## config.mk

```make
export PLATFORM = sky130hd
export DESIGN_NAME = sram_port_arbiter
export DESIGN_NICKNAME = d
export VERILOG_FILES = /design/src/rtl/sram_arb_pkg.sv /design/src/rtl/sram_arb_grant.sv /design/src/rtl/sram_port_arbiter.sv
export SDC_FILE = /design/constraint.sdc
export NUM_CORES = 1
export LEC_CHECK = 0
export CORE_AREA = 3 3 117 119
export DETAILED_ROUTE_END_ITERATION = 7
export DIE_AREA = 0 0 120 122
export GPL_TIMING_DRIVEN = 0
export PLACE_DENSITY = 0.73
export SLEW_MARGIN = 20
export SYNTH_ARGS = -nofsm -noshare
export SYNTH_HDL_FRONTEND = slang
export SYNTH_SLANG_ARGS = --single-unit
```

## constraint.sdc

```tcl
create_clock -name clk -period 3.6 [get_ports clk]
set_input_delay 0.72 -clock clk [delete_from_list [all_inputs] [get_ports clk]]
set_output_delay 0.72 -clock clk [all_outputs]
set_load 0.01 [all_outputs]
```

## src/rtl/sram_arb_pkg.sv

```systemverilog
// Shared types and constants for the SRAM port arbiter.
// The optional ARB_ROUND_ROBIN_EN build adds a last-winner register in the arbiter.
package sram_arb_pkg;

    localparam int unsigned ADDR_W  = 32;
    localparam int unsigned DATA_W  = 32;
    localparam int unsigned WEN_W   = 4;
    localparam int unsigned MEM_LAT = 1;

    typedef enum logic [1:0] {
        IDLE   = 2'd0,
        RESP_I = 2'd1,
        RESP_D = 2'd2
    } owner_state_e;

    localparam logic REQ_INST = 1'b0;
    localparam logic REQ_DATA = 1'b1;

    typedef struct packed {
        logic [WEN_W-1:0]  wen;
        logic [ADDR_W-1:0] addr;
        logic [DATA_W-1:0] wdata;
    } mem_cmd_t;

endpackage

```

## src/rtl/sram_arb_grant.sv

```systemverilog
// Combinational grant decision between the fetch and load/store ports.
// ARB_ROUND_ROBIN_EN: conflicts go to the port that lost the previous conflict; otherwise data wins.
module sram_arb_grant
    import sram_arb_pkg::*;
(
    input  logic inst_req_i,
    input  logic data_req_i,
`ifdef ARB_ROUND_ROBIN_EN
    input  logic last_win_i,
`endif
    output logic grant_inst_o,
    output logic grant_data_o
);

    logic conflict;

    always_comb begin
        conflict     = inst_req_i & data_req_i;
        grant_inst_o = inst_req_i & ~data_req_i;
        grant_data_o = data_req_i & ~inst_req_i;
        if (conflict) begin
`ifdef ARB_ROUND_ROBIN_EN
            grant_data_o = (last_win_i == REQ_INST);
            grant_inst_o = (last_win_i == REQ_DATA);
`else
            grant_data_o = 1'b1;
            grant_inst_o = 1'b0;
`endif
        end
    end

endmodule

```

## src/rtl/sram_port_arbiter.sv

```systemverilog
// Two-port (fetch / load-store) arbiter onto a single SRAM with one-cycle read latency.
// Define ARB_ROUND_ROBIN_EN for alternating conflict priority; default is data-first.
module sram_port_arbiter
    import sram_arb_pkg::*;
#(
    parameter int unsigned CNT_W = 32
) (
    input  logic                clk,
    input  logic                rst,
    input  logic                inst_req,
    input  logic [ADDR_W-1:0]   inst_addr,
    output logic                inst_addr_ok,
    output logic                inst_data_ok,
    output logic [DATA_W-1:0]   inst_rdata,
    input  logic                data_req,
    input  logic [WEN_W-1:0]    data_wen,
    input  logic [ADDR_W-1:0]   data_addr,
    input  logic [DATA_W-1:0]   data_wdata,
    output logic                data_addr_ok,
    output logic                data_data_ok,
    output logic [DATA_W-1:0]   data_rdata,
    output logic                mem_en,
    output logic [WEN_W-1:0]    mem_wen,
    output logic [ADDR_W-1:0]   mem_addr,
    output logic [DATA_W-1:0]   mem_wdata,
    input  logic [DATA_W-1:0]   mem_rdata,
    output logic [CNT_W-1:0]    conflict_cnt
);

    owner_state_e     state_q, state_d;
    logic [CNT_W-1:0] cnt_q, cnt_d;
    logic             inst_req_v, data_req_v, both_req;
    logic             grant_inst, grant_data;
    mem_cmd_t         cmd;

    // Requests seen during reset are dropped, never latched.
    assign inst_req_v = inst_req & ~rst;
    assign data_req_v = data_req & ~rst;
    assign both_req   = inst_req_v & data_req_v;

`ifdef ARB_ROUND_ROBIN_EN
    logic last_win_q, last_win_d;
`endif

    sram_arb_grant u_grant (
        .inst_req_i   (inst_req_v),
        .data_req_i   (data_req_v),
`ifdef ARB_ROUND_ROBIN_EN
        .last_win_i   (last_win_q),
`endif
        .grant_inst_o (grant_inst),
        .grant_data_o (grant_data)
    );

    // Reset leaves last winner = inst so the first conflict after reset goes to data.
    always_ff @(posedge clk) begin
        if (rst) begin
            state_q    <= IDLE;
            cnt_q      <= '0;
`ifdef ARB_ROUND_ROBIN_EN
            last_win_q <= REQ_INST;
`endif
        end else begin
            state_q    <= state_d;
            cnt_q      <= cnt_d;
`ifdef ARB_ROUND_ROBIN_EN
            last_win_q <= last_win_d;
`endif
        end
    end

    always_comb begin
        state_d = IDLE;
        cnt_d   = cnt_q;
        if (grant_inst) begin
            state_d = RESP_I;
        end else if (grant_data) begin
            state_d = RESP_D;
        end
        if (both_req && (cnt_q != {CNT_W{1'b1}})) begin
            cnt_d = cnt_q + CNT_W'(1);
        end
`ifdef ARB_ROUND_ROBIN_EN
        last_win_d = last_win_q;
        if (both_req) begin
            last_win_d = grant_data ? REQ_DATA : REQ_INST;
        end
`endif
    end

    // Memory command mux; idle cycles drive all zeros.
    always_comb begin
        cmd = '0;
        if (grant_data) begin
            cmd.wen   = data_wen;
            cmd.addr  = data_addr;
            cmd.wdata = data_wdata;
        end else if (grant_inst) begin
            cmd.addr  = inst_addr;
        end
    end

    assign mem_en       = grant_inst | grant_data;
    assign mem_wen      = cmd.wen;
    assign mem_addr     = cmd.addr;
    assign mem_wdata    = cmd.wdata;

    assign inst_addr_ok = grant_inst;
    assign data_addr_ok = grant_data;

    // Responses in flight when reset asserts are squashed immediately.
    assign inst_data_ok = (state_q == RESP_I) & ~rst;
    assign data_data_ok = (state_q == RESP_D) & ~rst;
    assign inst_rdata   = inst_data_ok ? mem_rdata : '0;
    assign data_rdata   = data_data_ok ? mem_rdata : '0;

    assign conflict_cnt = rst ? '0 : cnt_q;

endmodule

```

* Word level (Yosys, flattened, before mapping)
Cells that the tools add are included.
W data, S select, Z words.
** Cells by class
- Reduce and logical (&&, ||, !) cells :: 2
- Bitwise logic cells :: 11
- Divide/modulo/power cells :: 0
- Add/subtract/negate cells :: 1
- Equality and inequality tests :: 3
- Order comparisons :: 0
- Shift operators :: 0
- $mul :: 0
- Multiplexer cells :: 11
** Operators by type and width (count)
- $mux W32 :: 6
- $add A32 B1 Y32 const B :: 1
- $ne A32 B32 Y1 const B :: 1
- $and A1 B1 Y1 :: 7
- $mux W4 :: 1
- $mux W1 :: 3
- $not A1 Y1 :: 3
- $eq A2 B1 Y1 const B :: 1
- $eq A2 B2 Y1 const B :: 1
- $mux W2 :: 1
- $reduce_or A2 Y1 :: 1
- $logic_and A1 B1 Y1 :: 1
- $or A1 B1 Y1 :: 1
** Word-level totals
- Bits in read-only memories :: 0
- Bits in writable memories :: 0
- Memories kept :: 0
- Output and inout bits :: 169
- Bits of input ports :: 136
- Bits in latches :: 0
- Register bits :: 34
- Word-level logic and storage cells :: 31

* Logic depth before layout (Yosys ltp)
Gate-level depths: netlist of the first run.
- Depth in word-level cells :: 7
- Depth in mapped cells :: 7
- Mapped depth without buffers :: 6

* Modules after synthesis
Synthesis of the first run repeated with hierarchy kept, for this count alone.
** Unflattened totals
- Cells, all modules :: 388
- Area, all modules :: 2930.3 um^2
** Modules (own cells, without submodules)
- sram_port_arbiter :: seq. area each 680.7 um^2, area each 2920.3 um^2, times used 1, cells an instance 386
- sram_arb_grant :: seq. area each 0.0 um^2, area each 10.0 um^2, times used 1, cells an instance 2

* Worst setup path after synthesis of the first run
Ideal clock, no wire load.
- Path type :: input to output
- Start :: in data_req
- End :: out mem_wdata[12]
- Data required time :: 2.880 ns
- Arrival time :: 1.954 ns
- Buffers on the path :: 4
- Slack :: 0.926 ns
- Stages :: 6
- Cells stage by stage :: clkbuf_1 -> nor2b_1 -> clkbuf_1 -> clkbuf_1 -> clkbuf_1 -> and2_1
** On the way
- Cells in the longest elaborated chain, start to end :: 4
- Elaborated cells between the ends (all ways) :: 5
- Those cells by class :: mux: 2; bitwise: 3
** Ends and longest elaborated chain
- from (decl) :: RTL line sram_port_arbiter.sv:15 : input logic data_req,
- $and A1 B1 Y1 (*) :: RTL line sram_port_arbiter.sv:38 : assign data_req_v = data_req & ~rst;
- $and A1 B1 Y1, on equally long branches :: RTL line sram_arb_grant.sv:20, sram_arb_grant.sv:18
- $mux W1 (*) :: RTL line sram_arb_grant.sv:21 : if (conflict) begin
- $mux W32 (*) :: RTL line sram_port_arbiter.sv:94 : if (grant_data) begin
- to (decl) :: RTL line sram_port_arbiter.sv:25 : output logic [DATA_W-1:0] mem_wdata,
Mark *: on every way between the ends. The rest lies on a longest branch, timed or not.

* Final worst setup path of the first run
- Start :: in rst
- End :: out mem_addr[7]
** On the way
- Cells in the longest elaborated chain, start to end :: 7
- Elaborated cells between the ends (all ways) :: 12
- Those cells by class :: mux: 4; bitwise: 8
** Ends and longest elaborated chain
- from (decl) :: RTL line sram_port_arbiter.sv:9 : input logic rst,
- $not A1 Y1 (*) :: RTL line sram_port_arbiter.sv:37, sram_port_arbiter.sv:38
- $and A1 B1 Y1 :: RTL line sram_port_arbiter.sv:38
- $not A1 Y1 :: RTL line sram_arb_grant.sv:19 : grant_inst_o = inst_req_i & ~data_req_i;
- $and A1 B1 Y1 :: RTL line sram_arb_grant.sv:19
- $mux W1 :: RTL line sram_arb_grant.sv:21
- $mux W32 :: RTL line sram_port_arbiter.sv:98 : end else if (grant_inst) begin
- $mux W32 (*) :: RTL line sram_port_arbiter.sv:94
- to (decl) :: RTL line sram_port_arbiter.sv:24 : output logic [ADDR_W-1:0] mem_addr,
Marks and branches as above.

==> results of run 1 <==
cell usage after synthesis (9+ instances only):
| cell type | instances |
|---|---|
| nand3_1 | 13 |
| mux2_4 | 9 |
| a22o_1 | 32 |
| dfxtp_1 | 34 |
| nor2b_1 | 32 |
| nand2_1 | 19 |
| nand4_1 | 14 |
| clkbuf_1 | 26 |
| nor2_1 | 27 |
| and2_1 | 102 |
| mux2_2 | 9 |
| nor3_1 | 11 |
where the power goes:
| part | internal, uW | switching [uW] |
|---|---|---|
| Combinational | 263 | 152 |
| Sequential | 379 | 3.06 |
| Clock | 341 | 159 |
| Total | 983 | 314 |
cell type report:
class                           instances  area [um^2]  share of cell area, %
Tap cell                              172          215                   3.31
Sequential cell                        34          681                   10.5
Multi-Input combinational cell        328         2220                   34.1
Antenna cell                            1         2.50                 0.0385
Buffer                                 30          156                   2.40
Clock buffer                            6          139                   2.14
Clock inverter                          1         30.0                  0.462
Inverter                                4         15.0                  0.231
Timing Repair Buffer                  305         3050                   46.9
registers in the layout (all words and copies together), names as in the netlist:
name / count
state_q: 2
cnt_q: 32
worst register-to-register path, cell delays in order, from the launching register on:
cell	delay, ns
dfxtp_1	0.36
ha_1	0.29
and2_1	0.20
nand2_1	0.22
nor4_2	0.10
buf_4	0.19
nor4_1	0.42
mux2_4	0.34
metal layers:
metal / share of wire (%) / wire [um]
met2: 47 / 8030
met4: 1.9 / 323
met1: 42 / 7290
met3: 9.3 / 1610
met5: 0.041 / 7
timing repair:
action | CTS | global route
pin swaps | 2 | 1
setup buffers | 1 | 1
gates cloned | 0 | 0
gates resized for setup | 22 | 11
setup endpoints to repair | 111 | 31
cell families (layout without fill, tap and decap cells):
group	after synthesis	count (layout)	synth area share [%]
flops	34	34	22.6
other cells	0	1	0
fa+ha+maj	1	1	0.416
compound gates	51	51	13.0
simple gates	253	253	49.8
buf+inv	35	346	4.78
xor+xnor	4	4	1.16
mux	19	19	8.24
path summary, 6_finish.rpt:
| check | endpoint | from | depth (start not counted) |
|---|---|---|---|
| min reg2reg | cnt_q[4]$_SDFFE_PP0P_ | cnt_q[4]$_SDFFE_PP0P_ | 1 |
| max | mem_addr[7] | rst | 6 |
| min | cnt_q[4]$_SDFFE_PP0P_ | cnt_q[4]$_SDFFE_PP0P_ | 1 |
| max reg2reg | cnt_q[21]$_SDFFE_PP0P_ | cnt_q[0]$_SDFFE_PP0P_ | 7 |
through the flow:
step,std cells,cell area [um^2],setup TNS (ns)
6_report,881,6500,0
5_1_grt,880,6500,-0.0845
4_1_cts,879,6490,0
3_5_place_dp,872,6260,-42.79
3_3_place_gp,872,6260,-36.80
2_1_floorplan,397,3010,0
==> flow_metrics.py, run 1 <==
metrics = {
    "outcome": {
        "status": "complete, no violations",
    },
    "clocking": {
        "root_buffer": "clkbuf_16",
        "max-clock-path-buffers": 2,
        "clock_latency_ns": 0.28,
        "cts.clk_slew.worst_paths_ns": 0.06,
        "cts_hold_buffers": 0,
        "cts_sinks": 34,
        "htree_levels": 2,
        "cts_tree": "built",
        "cts_buffers": 5,
    },
    "global_routing": {
        "grtUsageTotal_pct": 21.8,
        "antenna_found_initial": 1,
        "use_met2_pct": 36.1,
        "grt_overflow": 0,
        "grt_use_met1_pct": 28.3,
        "grt_max_degree": 20,
        "grt_pass1_wl_mm": 25.0,
        "use_met3_pct": 5.76,
        "gr-max-usage-layer": "met2",
        "grt_pass1_vias": 4313,
    },
    "critical_path": {
        "slowest_stage": "clkdlybuf4s50_1",
        "critPathRequiredTime_ns": 2.88,
        "cp-end-kind": "primary output",
        "timing.critical_path.fanout_max": 10,
        "critPathArrivalTime_ns": 2.84,
        "slowest_delay_ns": 0.59,
        "startpoint_type": "primary input",
        "critPathTopFamily": "buffers and inverters",
        "path_class": "primary input to primary output",
        "rrSetupSlack_ns": 1.36,
        "worstPathCellList": "clkdlybuf4s50_1 -> clkbuf_4 -> nor3b_4 -> clkbuf_4 -> a22o_1 -> clkdlybuf4s50_1",
        "crit_buf_inv": 4,
    },
    "timing": {
        "whs_ns": 0.517,
        "slew_violations": 0,
        "setup-violations-final": 0,
        "relSlewSlack_pct": 54.9,
        "clock_skew_ns": 0.00839,
        "max_slew.worst_pin.slew_ns": 0.673,
        "hold_violations": 0,
        "post-route-period-util_pct": 98.8,
        "rsz0062_at_grt": "yes",
        "fin_crit_ns": 3.56,
        "fmax_mhz": 281,
        "setup_slack_ns": 0.0420,
    },
    "synth": {
        "synth_edf_count": 0,
        "synthesis.instances": 397,
        "yosysTopAreaCell": "dfxtp_1",
        "yosysSeqAreaShare_pct": 22.6,
        "synth_area_um2": 3010,
        "ys.flop_type": "dfxtp_1",
        "synth_seq_cells": 34,
        "synth_top_area_share_pct": 22.6,
        "synth.distinct_cells": 37,
        "synthTopCellsByArea": "dfxtp_1, and2_1, a22o_1, nor2b_1, mux2_4",
        "async_flop_share_pct": 0,
        "ys_warn_count": 0,
        "synth_nets": 534,
        "avgSynthCellArea_um2": 7.58,
    },
    "place": {
        "io_buffers": 303,
        "place_congestion": 0.952,
        "dpl.hpwl_mm": 14.7,
        "dp_slack_ns": -0.759,
    },
    "final_layout": {
        "final_common_cell": "clkdlybuf4s50_1",
        "nFillCells": 1212,
        "final_cell_mix": "clkdlybuf4s50_1, and2_1, dfxtp_1, nor2b_1, a22o_1",
        "final_core_util_pct": 51.3,
        "layout-drive-gt1-share_pct": 7.34,
        "nNetsFinal": 845,
        "area_growth_pct": 116,
    },
    "floorplanning": {
        "rows": 41,
        "start_util_pct": 23.7,
        "io_pins": 305,
        "fp.dieH_um": 122,
        "die_x_um": 120,
        "dieArea_um2": 14600,
        "core-area_um2": 12700,
    },
    "detailed_routing": {
        "drc": 0,
        "dr.first_iter.drc_count": 280,
        "drt-total-wl_mm": 17.3,
        "avgRoutedWirePerCell_um": 19.6,
        "via_count": 4238,
        "dr.pass1.iters": 4,
        "vias_per_cell": 4.81,
        "drtAntennaViolNets": 0,
    },
    "power": {
        "power.density_nw_per_um2": 199,
        "total_power_uw": 1300,
        "peakVddDrop_mv": 0.144,
        "p_leak_uw": 0.00243,
    },
    "worst_hold_path": {
        "hold_class": "flip-flop to flip-flop",
    },
    "run": {
        "max-cap-violations": 0,
    },
}
(Power assumes the default switching activity.)
==> run 2, diff against run 1 <==
--- a/config.mk
+++ b/config.mk
@@ -10,6 +10,7 @@
 export DIE_AREA = 0 0 120 122
 export GPL_TIMING_DRIVEN = 0
 export PLACE_DENSITY = 0.73
+export SETUP_SLACK_MARGIN = 0.2
 export SLEW_MARGIN = 20
 export SYNTH_ARGS = -nofsm -noshare
 export SYNTH_HDL_FRONTEND = slang
==> flow_metrics.py, run 2 (synthesis results as in run 1) <==
metrics = {
    "global_routing": {
        "grt_pass1_vias": 4345,
        "antenna_found_initial": 0,
        "grt_pass1_wl_mm": 25.2,
        "grt_overflow": 0,
        "grt_max_degree": 11,
        "grtUsageTotal_pct": 21.9,
    },
    "clocking": {
        "clock_latency_ns": 0.28,
        "cts_hold_buffers": 0,
        "max-clock-path-buffers": 2,
        "cts_tree": "built",
        "htree_levels": 2,
        "cts_buffers": 5,
        "cts_sinks": 34,
        "root_buffer": "clkbuf_16",
        "cts.clk_slew.worst_paths_ns": 0.06,
    },
    "final_layout": {
        "antenna_cells": 0,
        "nNetsFinal": 847,
        "instances_no_fill": 882,
        "largest_register_ffs": 32,
        "final_area_um2": 6570,
        "top_regs": "cnt_q (32), state_q (2)",
        "layout-drive-gt1-share_pct": 8.03,
        "final_cell_mix": "clkdlybuf4s50_1, and2_1, dfxtp_1, nor2b_1, a22o_1",
        "regMostFlops": "cnt_q",
        "final_common_cell": "clkdlybuf4s50_1",
        "nFillCells": 1221,
        "area_growth_pct": 119,
        "final_core_util_pct": 51.9,
    },
    "timing": {
        "setup-violations-final": 0,
        "post-route-period-util_pct": 91.2,
        "hold_violations": 0,
        "rsz0062_at_grt": "no",
        "max_slew.worst_pin.slew_ns": 0.668,
        "relSlewSlack_pct": 55.3,
        "fmax_mhz": 305,
        "clock_skew_ns": 0.00729,
        "fin_crit_ns": 3.28,
        "slew_violations": 0,
        "setup_tns_ns": 0,
    },
    "critical_path": {
        "path_common_cell": "clkbuf_4",
        "worstPathCellList": "dlygate4sd2_1 -> nor2b_1 -> clkbuf_4 -> clkbuf_4 -> clkbuf_2 -> and2_1 -> clkdlybuf4s50_1",
        "slowest_stage": "clkdlybuf4s50_1",
        "critPathArrivalTime_ns": 2.56,
        "r2r-start": "cnt_q[0]$_SDFFE_PP0P_",
        "timing.rr.end": "cnt_q[21]$_SDFFE_PP0P_",
        "crit_buf_inv": 5,
        "reg2regPathDepth": 7,
        "startpoint": "rst",
        "rrSetupSlack_ns": 1.36,
        "slowest_delay_ns": 0.58,
        "cp.depth": 7,
        "critPathTopFamily": "buffers and inverters",
        "setup.worst_path.end": "mem_wdata[14]",
        "timing.critical_path.fanout_max": 10,
        "cp-end-kind": "primary output",
        "critPathRequiredTime_ns": 2.88,
        "path_class": "primary input to primary output",
        "startpoint_type": "primary input",
    },
    "detailed_routing": {
        "avgRoutedWirePerCell_um": 19.6,
        "vias_per_cell": 4.81,
        "drtAntennaViolNets": 0,
        "drt-total-wl_mm": 17.3,
        "dr.pass1.iters": 5,
        "dr.first_iter.drc_count": 271,
        "via_count": 4239,
        "drc": 0,
    },
    "power": {
        "netSwitchingPower_uw": 315,
        "total_power_uw": 1300,
        "p_sw_share_pct": 24.2,
        "power.internal_uw": 988,
        "combPwrFrac_pct": 32.3,
        "clkPwrFrac_pct": 38.4,
        "peakVddDrop_mv": 0.145,
        "pwr-share-seq_pct": 29.3,
        "power.density_nw_per_um2": 198,
        "p_leak_uw": 0.00247,
    },
    "floorplanning": {
        "io_pins": 305,
        "dieArea_um2": 14600,
        "rows": 41,
        "start_util_pct": 23.7,
        "core-area_um2": 12700,
        "die_x_um": 120,
        "fp.dieH_um": 122,
    },
    "place": {
        "place_congestion": 0.952,
        "dpl.hpwl_mm": 14.7,
        "placed_area_um2": 6260,
        "io_buffers": 303,
        "dp.cells": 872,
    },
    "worst_hold_path": {
        "hold_class": "flip-flop to flip-flop",
        "hold_depth": 1,
    },
    "outcome": {
        "status": "complete, no violations",
    },
    "run": {
        "max-cap-violations": 0,
    },
}
-- run 2: worst reg2reg max path: stages, from the launching register on --
cell     delay, ns
dfxtp_1       0.36
ha_1          0.29
and2_1        0.20
nand2_1       0.22
nor4_2        0.10
buf_4         0.19
nor4_1        0.42
mux2_4        0.34
-- run 2: worst min path at each step --
stage                                     start  slack, ns               endpoint
final                     cnt_q[4]$_SDFFE_PP0P_       0.52  cnt_q[4]$_SDFFE_PP0P_
after CTS                 cnt_q[4]$_SDFFE_PP0P_       0.52  cnt_q[4]$_SDFFE_PP0P_
after global routing      cnt_q[4]$_SDFFE_PP0P_       0.56  cnt_q[4]$_SDFFE_PP0P_
after global placement    cnt_q[4]$_SDFFE_PP0P_       0.49  cnt_q[4]$_SDFFE_PP0P_
after detailed placement  cnt_q[4]$_SDFFE_PP0P_       0.51  cnt_q[4]$_SDFFE_PP0P_
after floorplan           cnt_q[4]$_SDFFE_PP0P_       0.47  cnt_q[4]$_SDFFE_PP0P_
-- run 2: timing repair --
item,in CTS,in global routing
gates resized for setup,41,3
setup endpoints to repair,167,13
pin swaps,2,0
setup buffers,3,0
-- run 2: per-layer routing --
layer	vias up	global-route usage, %	share of wire [%]
met2	219	36.2	47
met1	1980	28.7	41
li1	2012	-	-
met3	28	5.62	9.9
met4	0	5.51	1.9
met5	-	0	0
-- run 2: through the flow --
stage	setup WS, ns	hold WS (ns)
after floorplan	0.926	0.470
after global placement	-0.694	0.491
after detailed placement	-0.759	0.513
after CTS	0.262	0.521
after global routing	0.234	0.559
final	0.317	0.523
-- run 2: power by group through the flow --
stage	logic (uW)	registers, uW	clock network [uW]
after floorplan	113	389	0
after global placement	406	389	0
after detailed placement	409	389	0
after CTS	423	382	507
after global routing	444	382	520
final	420	382	501
-- run 2: layout make-up --
| type | instances | area [um^2] | area share, % |
|---|---|---|---|
| Buffer | 31 | 218 | 3.31 |
| Clock buffer | 6 | 139 | 2.11 |
| Clock inverter | 1 | 30.0 | 0.457 |
| Inverter | 4 | 15.0 | 0.228 |
| Multi-Input combinational cell | 328 | 2220 | 33.8 |
| Sequential cell | 34 | 681 | 10.4 |
| Tap cell | 172 | 215 | 3.27 |
| Timing Repair Buffer | 306 | 3060 | 46.5 |
==> run 3, diff against run 2 <==
--- a/config.mk
+++ b/config.mk
@@ -5,11 +5,13 @@
 export SDC_FILE = /design/constraint.sdc
 export NUM_CORES = 1
 export LEC_CHECK = 0
-export CORE_AREA = 3 3 117 119
+export CORE_AREA = 3 3 118 120
+export CTS_BUF_LIST = sky130_fd_sc_hd__clkbuf_8
+export CTS_CLUSTER_SIZE = 28
 export DETAILED_ROUTE_END_ITERATION = 7
-export DIE_AREA = 0 0 120 122
+export DIE_AREA = 0 0 121 123
 export GPL_TIMING_DRIVEN = 0
-export PLACE_DENSITY = 0.73
+export PLACE_DENSITY = 0.72
 export SETUP_SLACK_MARGIN = 0.2
 export SLEW_MARGIN = 20
 export SYNTH_ARGS = -nofsm -noshare
==> flow_metrics.py, run 3 (synthesis results as in run 1) <==
metrics = {
    "final_layout": {
        "regMostFlops": "cnt_q",
        "largest_register_ffs": 32,
        "antenna_cells": 0,
        "final_cell_mix": "clkdlybuf4s50_1, and2_1, dfxtp_1, nor2b_1, a22o_1",
        "area_growth_pct": 114,
        "nNetsFinal": 847,
        "final_common_cell": "clkdlybuf4s50_1",
        "top_regs": "cnt_q (32), state_q (2)",
        "instances_no_fill": 887,
        "layout-drive-gt1-share_pct": 7.88,
    },
    "timing": {
        "setup-violations-final": 0,
        "rsz0062_at_grt": "no",
        "clock_skew_ns": 0.0123,
        "fin_crit_ns": 3.32,
        "max_slew.worst_pin.slew_ns": 0.642,
        "post-route-period-util_pct": 92.2,
        "hold_violations": 0,
        "setup_slack_ns": 0.282,
        "relSlewSlack_pct": 57.0,
        "whs_ns": 0.525,
        "slew_violations": 0,
        "fmax_mhz": 301,
    },
    "floorplanning": {
        "fp.dieH_um": 123,
        "die_x_um": 121,
        "io_pins": 305,
        "core-area_um2": 13100,
        "rows": 42,
        "start_util_pct": 23.0,
        "dieArea_um2": 14900,
    },
    "critical_path": {
        "cp-end-kind": "primary output",
        "startpoint_type": "primary input",
        "path_class": "primary input to primary output",
        "critPathArrivalTime_ns": 2.60,
        "critPathRequiredTime_ns": 2.88,
        "timing.critical_path.fanout_max": 10,
        "rrSetupSlack_ns": 1.36,
    },
    "worst_hold_path": {
        "hold_class": "flip-flop to flip-flop",
    },
    "detailed_routing": {
        "dr.first_iter.drc_count": 223,
        "via_count": 4281,
        "avgRoutedWirePerCell_um": 20.3,
        "drc": 0,
        "drt-total-wl_mm": 18.0,
        "drtAntennaViolNets": 0,
        "dr.pass1.iters": 5,
        "vias_per_cell": 4.83,
    },
    "global_routing": {
        "grt_pass1_wl_mm": 25.2,
        "grt_pass1_vias": 4151,
        "antenna_found_initial": 4,
        "grtUsageTotal_pct": 22.3,
        "grt_overflow": 0,
        "grt_max_degree": 12,
    },
    "clocking": {
        "max-clock-path-buffers": 2,
        "cts_tree": "built",
        "cts_hold_buffers": 0,
        "clock_latency_ns": 0.29,
        "root_buffer": "clkbuf_8",
        "cts_sinks": 34,
        "cts_buffers": 5,
        "cts.clk_slew.worst_paths_ns": 0.08,
        "htree_levels": 2,
    },
    "power": {
        "power.density_nw_per_um2": 172,
        "peakVddDrop_mv": 0.117,
        "p_leak_uw": 0.00247,
    },
    "place": {
        "dpl.hpwl_mm": 15.5,
        "dp.cells": 876,
        "io_buffers": 303,
        "dp_slack_ns": -0.727,
        "place_congestion": 0.988,
    },
    "outcome": {
        "status": "complete, no violations",
    },
    "run": {
        "max-cap-violations": 0,
    },
}
[run 3: cell types whose count changed in the layout (fill, tap and decap cells not counted), sizes merged]
cell           previous run  this run
buf                       8         9
bufinv                    1         0
clkbuf                   32        31
clkdlybuf4s50           300       297
clkinv                    0         1
clkinvlp                  0         1
dlymetal6s2s              1         4
[run 3: final cells by class]
| cell class | count | area (um^2) |
|---|---|---|
| clock inverters | 2 | 12.5 |
| inverters | 4 | 15.0 |
| fillers | 1265 | 6640 |
| multi-input cells | 328 | 2210 |
| well taps | 176 | 220 |
| clock buffers | 6 | 82.6 |
| repair buffers | 306 | 3060 |
| flip-flops and latches | 34 | 681 |
| plain buffers | 31 | 163 |
[run 3: what timing repair did]
item,in CTS,in global routing
pin swaps,1,0
resized for setup,23,12
setup buffers,3,0
setup endpoints to repair,164,31
[run 3: path summary, 6_finish.rpt]
check,start,end,cells past startpoint
hold reg to reg,cnt_q[4]$_SDFFE_PP0P_,cnt_q[4]$_SDFFE_PP0P_,1
setup / recovery,rst,inst_rdata[25],5
setup reg to reg,cnt_q[0]$_SDFFE_PP0P_,cnt_q[21]$_SDFFE_PP0P_,7
hold / removal,cnt_q[4]$_SDFFE_PP0P_,cnt_q[4]$_SDFFE_PP0P_,1
[run 3: routing by layer]
| layer | track usage, % | part of all wire (%) | vias up |
|---|---|---|---|
| met5 | 0 | 0.19 | - |
| met4 | 5.03 | 2.0 | 6 |
| met3 | 6.40 | 10 | 23 |
| met2 | 34.7 | 45 | 258 |
| met1 | 30.5 | 43 | 1985 |
| li1 | - | - | 2009 |
[run 3: where the power goes]
part           internal (uW)  total, uW  switching (uW)
registers                378        381            2.83
logic                    263        423             160
clock network            154        305             151
total                    795       1110             314
[run 3: critical path, cell delays in order]
cell and delay, ns:
dlygate4sd2_1 0.31, nor3b_2 0.37, clkbuf_1 0.41, and2_1 0.20, clkdlybuf4s50_1 0.58
[run 3: stage by stage]
stage / area [um^2] / TNS [ns] / power (uW) / util (%)
2_1_floorplan: 3010 / 0 / 501 / -
3_3_place_gp: 6260 / -31.97 / 801 / 47.8
3_5_place_dp: 6260 / -33.68 / 804 / 47.8
4_1_cts: 6430 / 0 / 1110 / 49.2
5_1_grt: 6450 / 0 / 1150 / 49.3
6_report: 6450 / 0 / 1110 / 49.3
